[config.mk]
export PLATFORM = sky130hd
export DESIGN_NAME = nx1_pcm_i2s
export DESIGN_NICKNAME = d
export VERILOG_FILES = /design/src/rtl/nx1_pcm_i2s.sv
export SDC_FILE = /design/constraint.sdc
export NUM_CORES = 1
export LEC_CHECK = 0
export ABC_AREA = 1
export BUFFER_PORTS_ARGS = -buffer_cell sky130_fd_sc_hd__buf_2
export CAP_MARGIN = 10
export CORE_UTILIZATION = 63
export CTS_CLUSTER_SIZE = 8
export DETAILED_ROUTE_END_ITERATION = 8
export PLACE_DENSITY_LB_ADDON = 0.15
export SLEW_MARGIN = 20
export SYNTH_ARGS = -nofsm -noshare
export SYNTH_HDL_FRONTEND = slang
export SYNTH_SLANG_ARGS = --single-unit
[constraint.sdc]
create_clock -name slot_sysclk -period 3.4 [get_ports slot_sysclk]
set_clock_uncertainty 0.1 [all_clocks]
set_input_delay 0.34 -clock slot_sysclk [delete_from_list [all_inputs] [get_ports slot_sysclk]]
set_output_delay 0.34 -clock slot_sysclk [all_outputs]
set_load 0.1 [all_outputs]
[src/rtl/nx1_pcm_i2s.sv]
// Stereo PCM to I2S serialiser with a one-entry pending buffer and per-frame sample request.
// Optional sticky overrun/underrun flags are built when NX1_PCM_I2S_STATUS_EN is defined.
module nx1_pcm_i2s #(
  parameter int BCLK_DIV = 4
) (
  input  logic        slot_sysclk,
  input  logic        slot_reset,
  input  logic [15:0] pcm_lch,
  input  logic [15:0] pcm_rch,
  input  logic        pcm_load,
  output logic        sample_req,
  output logic        i2s_bclk,
  output logic        i2s_lrck,
  output logic        i2s_sdata,
  output logic        stat_ovr,
  output logic        stat_udr
);

  logic [7:0]  r_div_cnt;
  logic        r_bclk;
  logic [5:0]  r_bit_cnt;
  logic        r_lrck;
  logic        r_sdata;
  logic        r_req;
  logic [15:0] r_frame_l;
  logic [15:0] r_frame_r;
  logic [15:0] r_pend_l;
  logic [15:0] r_pend_r;
  logic        r_pend_v;

  logic        w_tc;
  logic        w_fall;
  logic        w_wrap;
  logic        w_take;
  logic [5:0]  w_next_bit;
  logic [15:0] w_frame_l_nx;
  logic [15:0] w_frame_r_nx;
  logic [15:0] w_word;
  logic [4:0]  w_pos;
  logic [3:0]  w_idx;
  logic        w_sbit;

  assign w_tc         = (r_div_cnt == 8'(BCLK_DIV - 1));
  assign w_fall       = w_tc & r_bclk;
  assign w_wrap       = w_fall & (r_bit_cnt == 6'd63);
  assign w_take       = w_wrap & r_pend_v;
  assign w_next_bit   = r_bit_cnt + 6'd1;
  assign w_frame_l_nx = w_take ? r_pend_l : r_frame_l;
  assign w_frame_r_nx = w_take ? r_pend_r : r_frame_r;
  assign w_pos        = w_next_bit[4:0];
  assign w_idx        = 4'(5'd16 - w_pos);

  // Bit to present after this fall tick: one-BCLK delay, MSB first, zero padding.
  always_comb begin
    w_word = w_next_bit[5] ? w_frame_r_nx : w_frame_l_nx;
    w_sbit = 1'b0;
    if ((w_pos >= 5'd1) && (w_pos <= 5'd16)) begin
      w_sbit = w_word[w_idx];
    end else begin
      w_sbit = 1'b0;
    end
  end

  always_ff @(posedge slot_sysclk) begin
    if (slot_reset) begin
      r_div_cnt <= 8'd0;
      r_bclk    <= 1'b0;
      r_bit_cnt <= 6'd0;
      r_lrck    <= 1'b0;
      r_sdata   <= 1'b0;
      r_req     <= 1'b0;
      r_frame_l <= 16'd0;
      r_frame_r <= 16'd0;
      r_pend_l  <= 16'd0;
      r_pend_r  <= 16'd0;
      r_pend_v  <= 1'b0;
    end else begin
      if (w_tc) begin
        r_div_cnt <= 8'd0;
        r_bclk    <= ~r_bclk;
      end else begin
        r_div_cnt <= r_div_cnt + 8'd1;
      end
      if (w_fall) begin
        r_bit_cnt <= w_next_bit;
        r_lrck    <= w_next_bit[5];
        r_sdata   <= w_sbit;
      end
      r_req     <= w_wrap;
      r_frame_l <= w_frame_l_nx;
      r_frame_r <= w_frame_r_nx;
      // A load in the wrap cycle refills the slot the frame just emptied.
      if (pcm_load) begin
        r_pend_l <= pcm_lch;
        r_pend_r <= pcm_rch;
        r_pend_v <= 1'b1;
      end else if (w_take) begin
        r_pend_v <= 1'b0;
      end
    end
  end

`ifdef NX1_PCM_I2S_STATUS_EN
  logic r_ovr;
  logic r_udr;
  logic w_ovr_evt;
  logic w_udr_evt;

  assign w_ovr_evt = pcm_load & r_pend_v & ~w_wrap;
  assign w_udr_evt = w_wrap & ~r_pend_v;

  always_ff @(posedge slot_sysclk) begin
    if (slot_reset) begin
      r_ovr <= 1'b0;
      r_udr <= 1'b0;
    end else begin
      r_ovr <= r_ovr | w_ovr_evt;
      r_udr <= r_udr | w_udr_evt;
    end
  end

  assign stat_ovr = r_ovr;
  assign stat_udr = r_udr;
`else
  assign stat_ovr = 1'b0;
  assign stat_udr = 1'b0;
`endif

  assign sample_req = r_req;
  assign i2s_bclk   = r_bclk;
  assign i2s_lrck   = r_lrck;
  assign i2s_sdata  = r_sdata;

endmodule

Yosys cells after proc, flatten, opt, wreduce, memory -nomap -nowiden
Cells that the tools add are included.

Add/sub/neg operators: 3. Multipliers: 0. Div/mod/pow operators: 0. Magnitude comparators: 3. Eq/ne operators: 2. Shift-type cells: 0. Multiplexer cells: 8. Bitwise gates (word level): 4. Reduce and logical (&&, ||, !) cells: 3.

Operators with widths (number): two-way mux 16 bit (3); adder 8 x 1 -> 8 bit, second input constant (1); equality test 8 x 2 -> 1 bit, second input constant (1); adder 6 x 1 -> 6 bit, second input constant (1); equality test 6 bit, second input constant (1); >= comparator 5 x 1 -> 1 bit, second input constant (1); <= comparator 5 bit, second input constant (1); less-than comparator 4 x 5 -> 1 bit, second input constant (1); binary-select mux 1 bit (select 4 bit) (1); two-way mux 1 bit (4); subtractor 1 x 4 -> 4 bit, first input constant (1); bitwise AND 1 bit (3); nonzero test 2 bit (1); OR reduction 2 bit (1); logical AND 1 bit (1); inverter 1 bit (1).

Bits in registers: 83. Bits in latches: 0. Bits in writable memories: 0. ROM bits: 0. Memories kept: 0.

Longest topological paths before layout
Depth after elaboration: 9. Depth in mapped cells: 16. Gate-level depth less buffers: 16.

Worst setup path before layout
OpenSTA, ideal clock, no wires.

Path kind: register -> register. Start: reg r_bit_cnt[5]. End: reg r_sdata (netlist: i2s_sdata). Data arrival time: 2.453 ns. Data required time: 3.172 ns. Slack: 0.719 ns. Cell stages (with the launch flop): 13. Clock period less this slack: 2.681 ns. Path through: dfxtp_1 -> nand2_1 -> nor2_2 -> nand4_4 -> buf_2 -> o21ai_0 -> nor2_1 -> nor2_1 -> nor2_1 -> nand2_1 -> nand3_2 -> nand3_2 -> a21oi_2.

Word-level cells in the longest chain between the ends: 8. Elaborated cells between the ends (all ways): 10.

Ends and longest elaborated chain: from (decl) (line 21) `logic [5:0] r_bit_cnt;`; from (signal assigned) (line 85) `r_bit_cnt <= w_next_bit;`; equality test 6 bit (line 45) `assign w_wrap = w_fall & (r_bit_cnt == 6'd63);`; bitwise AND 1 bit (line 45); bitwise AND 1 bit (line 46) `assign w_take = w_wrap & r_pend_v;`; two-way mux 16 bit, on equally long branches (line 48, 49); two-way mux 16 bit * (line 55) `w_word = w_next_bit[5] ? w_frame_r_nx : w_frame_l_nx;`; binary-select mux 1 bit (select 4 bit) * (line 58) `w_sbit = w_word[w_idx];`; two-way mux 1 bit (not written as such) * (line 58); two-way mux 1 bit * (line 57) `if ((w_pos >= 5'd1) && (w_pos <= 5'd16)) begin`; to (signal assigned) (line 87) `r_sdata <= w_sbit;`; to (decl) (line 23) `logic r_sdata;`.

Every way passes the cells marked *; elsewhere a longest branch is shown, timed or not. The select of a mux whose other input is x is not followed. A chain may end at the register's enable or synchronous reset.

Final worst setup path
Start: reg r_div_cnt[0]. End: reg r_sdata (netlist: i2s_sdata).

Word-level cells in the longest chain between the ends: 9. Elaborated cells between the ends (all ways): 10.

Ends and longest elaborated chain: from (decl) (line 19) `logic [7:0] r_div_cnt;`; from (signal assigned) (line 82) `r_div_cnt <= r_div_cnt + 8'd1;`; equality test 8 x 2 -> 1 bit * (line 43) `assign w_tc = (r_div_cnt == 8'(BCLK_DIV - 1));`; bitwise AND 1 bit * (line 44) `assign w_fall = w_tc & r_bclk;`; bitwise AND 1 bit (line 45); bitwise AND 1 bit (line 46); two-way mux 16 bit, on equally long branches (line 48, 49); two-way mux 16 bit (line 55); binary-select mux 1 bit (select 4 bit) (line 58); two-way mux 1 bit (not written as such) (line 58); two-way mux 1 bit (line 57).

Marks and branches as above.

==> impl_metrics.toml <==
[global_routing]
first_pass_grt_wire_length_um = 14700
groute.usage.overall = 0.303
antenna_violations_before_repair = 0
first_global_vias = 3252
grt_start_max_net_pins = 61
overflow = 0

[power]
p_seq_frac = 0.505
cellPowerDensity_mw_per_mm2 = 469
max-vdd-ir-drop_mv = 0.447
leakage_nw = 1.89
p_switching_w = 0.000466
swShare = 0.234
power.clock.fraction = 0.425
pwr-share-comb = 0.069
internal_power_w = 0.00152

[placement]
post_dp_cell_area_mm2 = 0.00400
dp_worst_slack_ns = 0.730
gp_congestion = 0.862
place_hpwl_um = 5790
io_buffers = 38
placedCellCount = 639

[worst_setup_path]
slowest_delay_ns = 0.53
crit-reg2reg-launch = "r_div_cnt[0]$_SDFF_PP0_"
crit_fanout = 9
cp_cell_sequence = "ha_1 > nand2_1 > nor2_1 > nand2_1 > nor2_1 > nand2_1 > nor2_1 > nand2_1 > nand2_1 > nor2_1 > nor2_1 > nor2_1 > nand2_1 > nand3_2 > nand3_2 > a21oi_2"
critical_path.endpoint_type = "flip-flop"
path_class = "flip-flop to flip-flop"
worst_ep_required_time_ns = 3.53
timing.critical_path.slowest_stage_cell = "sky130_fd_sc_hd__nor2_1"
critical_path.startpoint_type = "flip-flop"
worstPathArrival_ns = 2.96
startpoint_of_the_most_critical_setup_path = "r_div_cnt[0]$_SDFF_PP0_"

[sta]
worst_slew_pin_slew_ns = 0.673
rsz0062_at_grt = "false"
max_clock_freq_mhz = 353
number_of_failing_setup_endpoints_in_the_final_timing_report = 0
worst_slack_ns = 0.569
final-max-slew-violation-count = 0
setup_total_negative_slack_ns = 0
finalHoldViolCount = 0
timing.final.crit_period_ns = 2.83
finalCritPeriodShare = 0.833
slew_margin_rel = 0.550

[die]
die-width_um = 79.4
die_area_mm2 = 0.00631
ios = 41
initial_utilization = 0.669
floorplan.die.height_um = 79.4
core.rowCount = 27
core_mm2 = 0.00564

[yosys]
synth_area_per_cell_um2 = 6.91
post-synth-top-area-fraction = 0.435
post_synth_num_cell_types = 28
synthesis.area_mm2 = 0.00377
ys_ff_latch = 82
yosysWarnings = 0
synth_enable_flop_cells = 0
ys.flop_type = "sky130_fd_sc_hd__dfxtp_1"
cell_accounting_for_the_most_synthesized_area = "sky130_fd_sc_hd__dfxtp_1"
synthArstFlopShare = 0
synthesis.instances = 546
synth_area_leaders = "sky130_fd_sc_hd__dfxtp_1, sky130_fd_sc_hd__nand2_1, sky130_fd_sc_hd__inv_1, sky130_fd_sc_hd__nor2_1, sky130_fd_sc_hd__o21ai_0"
yosysSeqAreaShare = 0.435

[clocking]
cts.hold.buffers_added = 0
number_of_buffers_created_by_cts = 9
post_cts.resized_instances = 0
worstSkewPairLatency_ns = 0.35
post_cts.repair.setup_buffers = 0
max-clock-path-buffers = 2
numClockSinks = 82
clock-root-buffer = "sky130_fd_sc_hd__clkbuf_8"
clock_tree.htree_level_count = 3
clkSlewWorstSetupHoldPaths_ns = 0.08
cts_tree = "built"

[worst_hold_path]
min_path_type = "primary input to flip-flop"
timing.hold.worst.start = "pcm_lch[5]"

[flow_run]
maxCapViolCount = 0

[cells_and_area]
final_core_utilization = 0.752
post_layout_nonfiller_instances = 655
flow.area_growth_from_synthesis_pct = 12.4
finalInstanceArea_mm2 = 0.00424
nets = 616
num_antenna_cells = 0
layout_cells_sized_above_1 = 0.127

[routing]
detail_route.first_pass.iterations = 5
drc_errors = 0
viasPerCell = 5.37
detailroute.via_count = 3520
wl_per_cell_um = 13.2
routed_wirelength_um = 8670
drt-initial-drc-count = 250
final_antenna_net_count = 0

[run_status]
run_status = "finished clean"
==> cells in the mapped netlist (all sizes together), types with 2 or more instances <==
| cell | count |
|---|---|
| nor2 | 74 |
| buf | 12 |
| ha | 3 |
| clkbuf | 15 |
| nand4 | 20 |
| nand2 | 107 |
| nor4 | 2 |
| nand3 | 48 |
| nor3b | 2 |
| nor3 | 6 |
| xor2 | 3 |
| dfxtp | 82 |
| o21ai | 45 |
| inv | 83 |
| a21oi | 40 |
==> final timing paths <==
| check | endpoint | slack, ns | cells after the start |
|---|---|---|---|
| worst max-delay path | i2s_sdata$_SDFFE_PP0P_ | 0.57 | 16 |
| worst min-delay path | r_pend_l[5]$_SDFFE_PP0P_ | 0.11 | 3 |
| worst max register to register | i2s_sdata$_SDFFE_PP0P_ | 0.57 | 16 |
| worst min register to register | r_pend_r[14]$_SDFFE_PP0P_ | 0.36 | 2 |
==> power by group through the flow <==
stage          Combinational, W  Sequential [W]  Clock [W]
6_report               0.000138         0.00101   0.000846
5_1_grt                0.000155         0.00101   0.000889
4_1_cts                0.000137         0.00101   0.000852
3_5_place_dp           0.000136         0.00103          0
3_3_place_gp           0.000132         0.00103          0
2_1_floorplan         0.0000888         0.00103          0
==> kinds of logic after synthesis <==
| family | after synthesis | synth area share |
|---|---|---|
| simple gates | 259 | 0.308 |
| buf+inv | 111 | 0.117 |
| compound gates | 86 | 0.116 |
| flops | 82 | 0.435 |
| xor+xnor | 4 | 0.0143 |
| fa+ha+maj | 3 | 0.00994 |
| other cells | 1 | 0.000993 |
==> critical path, delay by kind of cell (launching register included) <==
kind | cells | cell delay, ns
AO/OA/AOI/OAI | 1 | 0.05
adder cells (fa/ha/maj) | 1 | 0.20
flip-flops | 1 | 0.37
AND/OR/NAND/NOR | 14 | 1.96
==> area by class of cell <==
type | instances | area [µm²]
Tap cell | 72 | 90.1
Timing Repair Buffer | 47 | 258
Inverter | 84 | 315
Fill cell | 474 | 1400
Clock buffer | 9 | 124
Clock inverter | 7 | 116
Sequential cell | 82 | 1640
Multi-Input combinational cell | 354 | 1700
==> metrics by stage <==
step           total power, W  hold slack [ns]
2_1_floorplan         0.00112            0.318
3_3_place_gp          0.00116            0.330
3_5_place_dp          0.00116            0.352
4_1_cts               0.00200            0.106
5_1_grt               0.00205            0.107
6_report              0.00199            0.114
==> state kept, by name, indices dropped and copies added, names as in the netlist <==
signal	cells
i2s_bclk	1
i2s_sdata	1
r_bit_cnt	6
r_div_cnt	8
r_frame_l	16
r_frame_r	16
r_pend_l	16
r_pend_r	16
r_pend_v	1
sample_req	1
==> cell usage in the layout, fill, tap and decap left out, drive strengths merged, types with 2 or more instances in the layout <==
cell type	count
nand2	107
inv	84
dfxtp	82
nor2	74
nand3	48
buf	47
o21ai	45
a21oi	40
nand4	20
clkbuf	9
nor3	6
ha	3
bufinv	3
xor2	3
clkinv	3
nor4	2
nor3b	2
conb	2
==> layer usage <==
metal  global-route usage  vias to the layer above  routed length [µm]
met5                    0                        -                   0
met4                0.138                        0                 176
met3               0.0434                       16                 345
met2                0.521                       98                4070
met1                0.373                     1613                4070
li1                     -                     1793                   -
Power figures use the tool's default switching activity.
